[src/rtl/mdu_pkg.sv]
// Shared definitions for the iterative multiply/divide unit: op encodings,
// FSM states and the default iteration count.
package mdu_pkg;

    localparam int MDU_ITER = 32;

    typedef enum logic [1:0] {
        MDU_MULT  = 2'b00,
        MDU_MULTU = 2'b01,
        MDU_DIV   = 2'b10,
        MDU_DIVU  = 2'b11
    } mdu_op_e;

    typedef enum logic [1:0] {
        IDLE,
        CALC,
        FIX,
        DONE
    } mdu_state_e;

    function automatic logic op_is_div(input logic [1:0] op);
        return (op == MDU_DIV) || (op == MDU_DIVU);
    endfunction

    function automatic logic op_is_signed(input logic [1:0] op);
        return (op == MDU_MULT) || (op == MDU_DIV);
    endfunction

endpackage

[src/rtl/mult_div_unit_if.sv]
// EX-stage <-> multiply/divide unit handshake: operands and launch in,
// busy/write pulse and HI/LO results out.
interface mult_div_unit_if #(
    parameter int WIDTH = 32
);
    logic             start;
    logic [1:0]       op;
    logic [WIDTH-1:0] srcA;
    logic [WIDTH-1:0] srcB;
    logic             cancel;
    logic             busy;
    logic             write;
    logic [WIDTH-1:0] hiOut;
    logic [WIDTH-1:0] loOut;

    modport master (
        output start, op, srcA, srcB, cancel,
        input  busy, write, hiOut, loOut
    );

    modport slave (
        input  start, op, srcA, srcB, cancel,
        output busy, write, hiOut, loOut
    );
endinterface

[src/rtl/mdu_iter_step.sv]
// One multiply (add-or-pass, shift right) or restoring-divide (trial subtract,
// shift left) iteration on a shared WIDTH+1-bit adder. Divide path under MDU_DIV_EN.
module mdu_iter_step #(
    parameter int WIDTH = 32
) (
`ifdef MDU_DIV_EN
    input  logic             is_div_i,
`endif
    input  logic [WIDTH-1:0] hi_i,
    input  logic [WIDTH-1:0] lo_i,
    input  logic [WIDTH-1:0] opnd_i,
    output logic [WIDTH-1:0] hi_o,
    output logic [WIDTH-1:0] lo_o
);

    // The divider needs the adder's carry-out as its no-borrow flag.
`ifdef MDU_DIV_EN
    localparam int SW = WIDTH + 2;
`else
    localparam int SW = WIDTH + 1;
`endif

    logic [WIDTH:0] add_a;
    logic [WIDTH:0] add_b;
    logic           add_cin;
    logic [SW-1:0]  sum;

    always_comb begin
        // NOTE: every output of a combinational block gets a default first, so no path can infer a latch.
        add_a   = {1'b0, hi_i};
        add_b   = lo_i[0] ? {1'b0, opnd_i} : '0;
        add_cin = 1'b0;
`ifdef MDU_DIV_EN
        if (is_div_i) begin
            add_a   = {hi_i, lo_i[WIDTH-1]};
            add_b   = ~{1'b0, opnd_i};
            add_cin = 1'b1;
        end
`endif
    end

    assign sum = SW'(add_a) + SW'(add_b) + SW'(add_cin);

    always_comb begin
        hi_o = sum[WIDTH:1];
        lo_o = {sum[0], lo_i[WIDTH-1:1]};
`ifdef MDU_DIV_EN
        if (is_div_i) begin
            hi_o = sum[WIDTH+1] ? sum[WIDTH-1:0] : add_a[WIDTH-1:0];
            lo_o = {lo_i[WIDTH-2:0], sum[WIDTH+1]};
        end
`endif
    end

endmodule

[src/rtl/mult_div_unit.sv]
// Iterative MULT/MULTU/DIV/DIVU unit: FSM, iteration counter, operand and
// partial registers, sign fix. DIV/DIVU exist only when MDU_DIV_EN is defined.
module mult_div_unit
    import mdu_pkg::*;
#(
    parameter int WIDTH = MDU_ITER
) (
    input logic            clk,
    input logic            rst,
    mult_div_unit_if.slave bus
);

    localparam int             CW   = $clog2(WIDTH);
    localparam logic [CW-1:0]  LAST = CW'(WIDTH - 1);

    mdu_state_e       state_q, state_d;
    logic [CW-1:0]    cnt_q, cnt_d;
    logic [WIDTH-1:0] opnd_q, opnd_d;
    logic [WIDTH-1:0] hi_q, hi_d, lo_q, lo_d;
    logic [WIDTH-1:0] out_hi_q, out_hi_d, out_lo_q, out_lo_d;
    logic             neg_res_q, neg_res_d;
`ifdef MDU_DIV_EN
    logic             is_div_q, is_div_d;
    logic             neg_rem_q, neg_rem_d;
`endif

    logic             accept, commit, a_neg, b_neg;
    logic [WIDTH-1:0] a_mag, b_mag, step_hi, step_lo;

    always_comb begin
        a_neg = op_is_signed(bus.op) & bus.srcA[WIDTH-1];
        b_neg = op_is_signed(bus.op) & bus.srcB[WIDTH-1];
        a_mag = a_neg ? -bus.srcA : bus.srcA;
        b_mag = b_neg ? -bus.srcB : bus.srcB;
`ifdef MDU_DIV_EN
        accept = bus.start;
`else
        accept = bus.start & ~op_is_div(bus.op);
`endif
    end

    mdu_iter_step #(.WIDTH(WIDTH)) u_step (
`ifdef MDU_DIV_EN
        .is_div_i (is_div_q),
`endif
        .hi_i     (hi_q),
        .lo_i     (lo_q),
        .opnd_i   (opnd_q),
        .hi_o     (step_hi),
        .lo_o     (step_lo)
    );

    always_ff @(posedge clk or negedge rst) begin
        // NOTE: sequential state uses non-blocking assignments so every flop samples pre-edge values.
        if (!rst) state_q <= IDLE;
        else      state_q <= state_d;
    end

    always_comb begin
        state_d = state_q;
        unique case (state_q)
            IDLE:    if (accept) state_d = CALC;
            CALC:    if (bus.cancel) state_d = IDLE;
                     else if (cnt_q == LAST) state_d = FIX;
            FIX:     state_d = bus.cancel ? IDLE : DONE;
            DONE:    state_d = IDLE;
            default: state_d = IDLE;
        endcase
    end

    // The result is presented during DONE so it is valid with the write pulse,
    // but only committed to the holding registers if DONE was not cancelled.
    always_comb begin
        commit    = (state_q == DONE) && !bus.cancel;
        bus.busy  = (state_q != IDLE);
        bus.write = commit;
        bus.hiOut = commit ? hi_q : out_hi_q;
        bus.loOut = commit ? lo_q : out_lo_q;
    end

    always_comb begin
        cnt_d     = cnt_q;
        opnd_d    = opnd_q;
        hi_d      = hi_q;
        lo_d      = lo_q;
        neg_res_d = neg_res_q;
        out_hi_d  = out_hi_q;
        out_lo_d  = out_lo_q;
`ifdef MDU_DIV_EN
        is_div_d  = is_div_q;
        neg_rem_d = neg_rem_q;
`endif
        unique case (state_q)
            IDLE: if (accept) begin
                cnt_d     = '0;
                hi_d      = '0;
                lo_d      = b_mag;
                opnd_d    = a_mag;
                neg_res_d = a_neg ^ b_neg;
`ifdef MDU_DIV_EN
                is_div_d  = op_is_div(bus.op);
                neg_rem_d = a_neg;
                if (is_div_d) begin
                    lo_d      = a_mag;
                    opnd_d    = b_mag;
                    // A zero divisor keeps the raw all-ones quotient.
                    neg_res_d = (a_neg ^ b_neg) & (bus.srcB != '0);
                end
`endif
            end
            CALC: begin
                hi_d  = step_hi;
                lo_d  = step_lo;
                cnt_d = cnt_q + 1'b1;
            end
            FIX: begin
`ifdef MDU_DIV_EN
                if (is_div_q) begin
                    if (neg_res_q) lo_d = -lo_q;
                    if (neg_rem_q) hi_d = -hi_q;
                end else if (neg_res_q) begin
                    {hi_d, lo_d} = -{hi_q, lo_q};
                end
`else
                if (neg_res_q) {hi_d, lo_d} = -{hi_q, lo_q};
`endif
            end
            DONE: if (commit) begin
                out_hi_d = hi_q;
                out_lo_d = lo_q;
            end
            default: ;
        endcase
    end

    always_ff @(posedge clk or negedge rst) begin
        if (!rst) begin
            cnt_q     <= '0;
            opnd_q    <= '0;
            hi_q      <= '0;
            lo_q      <= '0;
            neg_res_q <= 1'b0;
            out_hi_q  <= '0;
            out_lo_q  <= '0;
`ifdef MDU_DIV_EN
            is_div_q  <= 1'b0;
            neg_rem_q <= 1'b0;
`endif
        end else begin
            cnt_q     <= cnt_d;
            opnd_q    <= opnd_d;
            hi_q      <= hi_d;
            lo_q      <= lo_d;
            neg_res_q <= neg_res_d;
            out_hi_q  <= out_hi_d;
            out_lo_q  <= out_lo_d;
`ifdef MDU_DIV_EN
            is_div_q  <= is_div_d;
            neg_rem_q <= neg_rem_d;
`endif
        end
    end

endmodule

[src/flat_wrapper.sv]
// flat-port wrapper written by rule: the top's interface ports become plain ports
module mult_div_unit_flat import mdu_pkg::*;
#(
    parameter int WIDTH = MDU_ITER
)
  (clk, rst, bus_start, bus_op, bus_srcA, bus_srcB, bus_cancel, bus_busy, bus_write, bus_hiOut, bus_loOut);
  mult_div_unit_if #(.WIDTH(WIDTH)) bus_i ();
  input logic clk;
  input logic rst;
  input wire logic [$bits(bus_i.start)-1:0] bus_start;
  input wire logic [$bits(bus_i.op)-1:0] bus_op;
  input wire logic [$bits(bus_i.srcA)-1:0] bus_srcA;
  input wire logic [$bits(bus_i.srcB)-1:0] bus_srcB;
  input wire logic [$bits(bus_i.cancel)-1:0] bus_cancel;
  output wire logic [$bits(bus_i.busy)-1:0] bus_busy;
  output wire logic [$bits(bus_i.write)-1:0] bus_write;
  output wire logic [$bits(bus_i.hiOut)-1:0] bus_hiOut;
  output wire logic [$bits(bus_i.loOut)-1:0] bus_loOut;
  assign bus_i.start = bus_start;
  assign bus_i.op = bus_op;
  assign bus_i.srcA = bus_srcA;
  assign bus_i.srcB = bus_srcB;
  assign bus_i.cancel = bus_cancel;
  assign bus_busy = bus_i.busy;
  assign bus_write = bus_i.write;
  assign bus_hiOut = bus_i.hiOut;
  assign bus_loOut = bus_i.loOut;
  mult_div_unit #(.WIDTH(WIDTH)) u_core (.clk(clk), .rst(rst), .bus(bus_i));
endmodule
[config.mk]
export PLATFORM = sky130hd
export DESIGN_NAME = mult_div_unit_flat
export DESIGN_NICKNAME = d
export VERILOG_FILES = /design/src/rtl/mdu_pkg.sv /design/src/rtl/mult_div_unit_if.sv /design/src/rtl/mdu_iter_step.sv /design/src/rtl/mult_div_unit.sv /design/src/flat_wrapper.sv
export SDC_FILE = /design/constraint.sdc
export NUM_CORES = 1
export LEC_CHECK = 0
export ABC_AREA = 1
export ABC_CLOCK_PERIOD_IN_PS = 5600
export BUFFER_PORTS_ARGS = -buffer_cell sky130_fd_sc_hd__buf_2
export CAP_MARGIN = 20
export CORE_MARGIN = 2
export CORE_UTILIZATION = 48
export DETAILED_ROUTE_END_ITERATION = 10
export HOLD_SLACK_MARGIN = 0.05
export PLACE_DENSITY = 0.74
export SLEW_MARGIN = 5
export SYNTH_ARGS = -nofsm -noshare
export SYNTH_HDL_FRONTEND = slang
export SYNTH_SLANG_ARGS = --single-unit
[constraint.sdc]
create_clock -name clk -period 5.6 [get_ports clk]
set_input_delay 0.28 -clock clk [delete_from_list [all_inputs] [get_ports clk]]
set_output_delay 0.28 -clock clk [all_outputs]
set_load 0.01 [all_outputs]
# == Word level (Yosys, flattened, before mapping) ==
# Cells that the tools add are included.
# Widths: inputs -> output; s select.
# op_classes
addsub,5
n_eq_ne,9
mux,18
bitwise_logic,5
reduce_logical,13
# op_table
operator,count
$mux 32,9
$pmux 32 s3,2
$neg 32->32,2
$neg 64->64,1
$add 32x33->33,1
$pmux 5 s2,1
$eq 2x2->1 const B,4
$mux 2,4
$pmux 2 s4,1
$reduce_and 2->1,3
$add 5x1->5 const B,1
$eq 5x5->1 const B,1
$mux 5,1
$logic_not 2->1,2
$ne 2x1->1 const B,2
$reduce_bool 2->1,2
$and 1x1->1,3
$ne 3x2->1 const B,1
$reduce_and 3->1,1
$reduce_bool 3->1,1
$eq 2x1->1 const B,1
$logic_or 1x1->1,2
$logic_and 1x1->1,1
$logic_not 1->1,1
other kinds (2),2
# totals
ff_bits,168
out_inout_bits,66

# == Longest topological paths before layout ==
# logic_depth
word_depth,6
depth_mapped,20
ltp_nobuf,18

# == Modules after synthesis ==
# Synthesis repeated with hierarchy kept, for this count alone.
# unflattened
hier_cells,2362
area_unflattened_um2,14099.8
# by_module_without_submodules
module,n_inst,cells_each,area_each_um2,seq_area_each_um2
mult_div_unit,1,1760,11227.0,4204.0
mdu_iter_step,1,602,2872.8,0.0

# == Worst setup path after synthesis ==
# No wires, ideal clock.
# synth_path
path_kind,register to register
from,register u_core.lo_q[0]
to,register u_core.hi_q[15]
arrival_time_ns,2.225
slack_ns,3.259
stages_incl_launch_ff,20
period_less_slack_ns,2.341
cell_sequence,dfrtp_1 -> buf_6 -> clkbuf_1 -> nand2_1 -> inv_1 -> ha_1 -> inv_1 -> fa_1 -> inv_1 -> nand3_1 -> nand3_1 -> nand2_1 -> nand2_1 -> nand2_1 -> nand2_1 -> a21oi_1 -> o21ai_0 -> nand2_1 -> nand2_1 -> nand2_1
# synth_between
elab_chain_len,3
word_cells_on_any_way,5
# synth_rtl
element,line_no,source
from (decl),mult_div_unit.sv:19,"logic [WIDTH-1:0] hi_q, hi_d, lo_q, lo_d;"
from (signal assigned),mult_div_unit.sv:153,lo_q <= lo_d;
$neg 64->64 / $mux 32 (equally long branches),"mult_div_unit.sv:125, mdu_iter_step.sv:31",
$mux 32 / $add 32x33->33 (equally long branches),"mult_div_unit.sv:125, mdu_iter_step.sv:42",
$pmux 32 s3 *,mult_div_unit.sv:93,unique case (state_q)
to (signal assigned),mult_div_unit.sv:152,hi_q <= hi_d;
to (decl),mult_div_unit.sv:19,
# Every way passes the cells marked *; elsewhere a longest branch is shown, timed or not. The select of a mux whose other input is x is not followed.
# A chain may end at the register's enable or synchronous reset.

# == Final worst setup path ==
# layout_path
from,register u_core.state_q[1]
to,output port bus_hiOut[22]
# layout_between
elab_chain_len,3
# layout_rtl
element,line_no,source
from (decl),mult_div_unit.sv:16,"mdu_state_e state_q, state_d;"
from (signal assigned),mult_div_unit.sv:56,else state_q <= state_d;
$eq 2x2->1,mult_div_unit.sv:74,commit = (state_q == DONE) && !bus.cancel;
$logic_and 1x1->1,mult_div_unit.sv:74,
$mux 32,-,
to (decl),flat_wrapper.sv:17,output wire logic [$bits(bus_i.hiOut)-1:0] bus_hiOut;
# No other way between the ends.

==> results by group <==
Die
  – Num ports: approximately 140
  – Core footprint: 0.0287 sq mm
  – Die Height: approximately 170 um
  – Die Area: approximately 0.031 sq mm
  – Initial core utilization: between 40 and 50%
  – Chip width: roughly 170 um
  – Standard-cell rows: slightly above 60

Timing
  – Pins over their slew limit: 0
  – Slew @ Worst Pin: around 1000 ps
  – Final Setup Violations: 0
  – Final min period: between 3000 and 4000 ps
  – Hold slack: 120 ps
  – Achievable frequency: between 0.3 and 0.4 GHz
  – Final Skew: ~12 ps
  – RSZ-0062 raised after global routing: no
  – Slew HR: about a third
  – Number of hold violations in the final report: 0
  – Setup TNS: 0 ps
  – Final critical-path share of the clock period: 57.2%

Cells and area
  – # diodes: 0
  – Commonest non-fill, non-tap cell in the layout: nand2_1
  – Most frequent cells in the layout: nand2_1, inv_1, nor2_1, o21ai_0, nand3_1
  – Fin nets: around 2500
  – Register Area: approximately 0.0042 sq mm
  – Layout cells sized above 1: a little over a tenth
  – Layout area overhead: 10.8%
  – Fill cells: 2948
  – Finished Cell Area: 0.0155 sq mm
  – Footprint of the multi-input gates: 0.00833 sq mm

Synthesis
  – Mapped cell area: 0.0140 sq mm
  – Area contributors post-synth: dfrtp_1, nand2_1, inv_1
  – Gate count of the mapped netlist: 2286
  – Post-synth top flop: dfrtp_1
  – Mean post-synth cell area: slightly above 6 sq um
  – Area leader, netlist: dfrtp_1
  – Syn Nets: 2400
  – Async SR Flop Fraction: 100%
  – Unique masters post-synth: 54
  – Number of flops mapped to enable cells by yosys: 0
  – Top-area cell type share of the netlist area: between 20% and 30%
  – Seq/Total Area, Yosys: between 20% and 30%
  – #FFs+latches synth: approximately 170
  – Yosys warning count: 0

Route
  – Per-cell routed wire length: between 15 and 20 um
  – DRT iter0 DRCs: around 1400
  – DRT antenna net count: 0
  – Drc violations: 0
  – Vias: 15064
  – WL final: roughly 46000 um
  – Vias per cell: around 5.4
  – Drt first pass iters: 6

Clock network
  – Worst-path clk slew: approximately 70 ps
  – Root Buffer: clkbuf_16
  – TritonCTS clock tree: built
  – CTS Buffer Depth: 2
  – Setup Fix Bufs, Post-CTS: 0
  – Clock sink count: around 170
  – Worst-skew pair later-pin latency: roughly 450 ps
  – CTS Buf Count: 17
  – CTS H-tree depth: 4

Place
  – Routability cong.: approximately 0.98
  – Post-DP HPWL: 36900 um
  – Placed cell area: 0.0149 sq mm
  – IO Port Bufs: 135

Critical path
  – Crit path required time: about 5300 ps
  – Worst-path cell chain: ha_1 > nand2_4 > buf_4 > nand2_1 > o21ai_0 > buf_2
  – Endpoint class of the critical path: primary output
  – Crit path arrival time: about 3000 ps
  – CP Max Fanout: roughly 120
  – Setup crit start kind: flop
  – Register-to-register setup slack: about 2400 ps
  – Worst setup path class: flop to primary output
  – Crit path max-delay family: buffers and inverters
  – Crit-path slowest cell: buf_4
  – Delay of the slowest critical-path stage: around 780 ps
  – WP buf/inv: 2

GRT
  – Largest net degree at the start of global routing: ~120
  – Vias in the first global route: 13521
  – First-pass GRT wire length: around 73000 um
  – GRT overflow: 0
  – Total GRT Usage: 30.4%
  – Initial antenna violation count: 1

Power and ir drop
  – Power per cell area: 549 mW/mm^2
  – Static leakage: around 0.0084 uW
  – Worst vdd ir: 473 uV

Flow run
  – Max cap viols: 0

Min path
  – Hold crit path type: input pin to flop

Status
  – Status: complete, no violations
==> area by class of cell <==
class	instances	area share, %
clock buffer	20	2.94
tap	384	3.09
inverter	313	7.59
sequential	168	27.1
clock inverter	11	0.636
timing repair buffer	145	5.02
multi-input combinational	1737	53.7
==> registers in the layout, indices dropped and copies added, names as in the netlist <==
register and flops:
u_core.opnd_q 32, u_core.out_hi_q 32, u_core.out_lo_q 32, u_core.cnt_q 5
u_core.hi_q 32, u_core.neg_res_q 1, u_core.lo_q 32, u_core.state_q 2
==> worst paths after layout <==
check	start	end	depth (start not counted)
worst max-delay path	u_core.state_q[1]	bus_hiOut[22]	6
worst min-delay path	bus_srcA[30]	u_core.opnd_q[30]	4
worst max register to register	u_core.state_q[0]	u_core.lo_q[16]	11
worst min register to register	u_core.out_lo_q[31]	u_core.out_lo_q[31]	2
max in group asynchronous	rst	u_core.out_hi_q[29]	3
min in group asynchronous	rst	u_core.cnt_q[0]	2
==> repair_timing <==
| action | 4_1_cts | 5_1_grt |
|---|---|---|
| hold endpoints to repair | 42 | 0 |
| gates resized for setup | 0 | 0 |
| hold buffers | 1 | 0 |
==> tightest hold or removal path, stage by stage <==
cell and delay [ps]:
buf_2 90, nand2_1 50, nand3_1 60, nand2_1 40
==> cell families after synthesis <==
family,count (synthesis),synth area share (%)
AND/OR/NAND/NOR,1298,39.8
buffers and inverters,381,10.7
AO/OA/AOI/OAI,364,13.6
flip-flops,168,30.0
adder cells (fa/ha/maj),44,3.98
XOR/XNOR,31,1.94
==> cell usage after synthesis, types with 2 or more instances <==
library cell and number:
nand2_1 742, inv_1 297, nor2_1 220, o21ai_0 219, nand3_1 202, dfrtp_1 168, a21oi_1 91, ha_1 43
clkbuf_1 37, nand4_1 28, xor2_1 27, nor2_2 26, nor3_1 23, buf_2 17, o21ai_1 17, nand2_2 14
inv_2 11, nand3b_1 9, o211ai_1 9, or2_2 9, buf_4 7, o31ai_1 7, nor2_4 6, buf_1 5
a31oi_1 4, o21bai_1 4, o22ai_1 4, xnor2_1 4, clkinv_1 3, nor2_8 3, nor3_2 3, a221oi_1 2
a22oi_1 2, buf_6 2, nand2_4 2
==> stage by stage <==
step | instances | util (%) | setup slack [ps] | total power (uW)
3_3_place_gp | 2745 | 52.0 | 2590 | 7140
2_1_floorplan | 2286 | - | 3260 | 5700
4_1_cts | 2777 | 54.0 | 2410 | 8400
5_1_grt | 2778 | 54.1 | 2100 | 9270
3_5_place_dp | 2745 | 52.0 | 2510 | 7220
6_report | 2778 | 54.1 | 2400 | 8530
==> routing by layer <==
metal / global-route usage (%) / wire length, um / vias up
met5: 0 / 13 / -
met4: 9.83 / 1350 / 2
met3: 5.00 / 4360 / 79
met2: 43.6 / 18700 / 660
met1: 46.3 / 22000 / 6830
li1: - / - / 7493
==> power by group <==
group	switching, uW	internal, uW	total (uW)	leakage (uW)
logic	3490	1580	5070	0.00593
clock network	515	632	1150	0.000268
registers	551	1760	2310	0.00216
total	4560	3970	8530	0.00836
No activity file was read; power rests on OpenSTA's default activity.
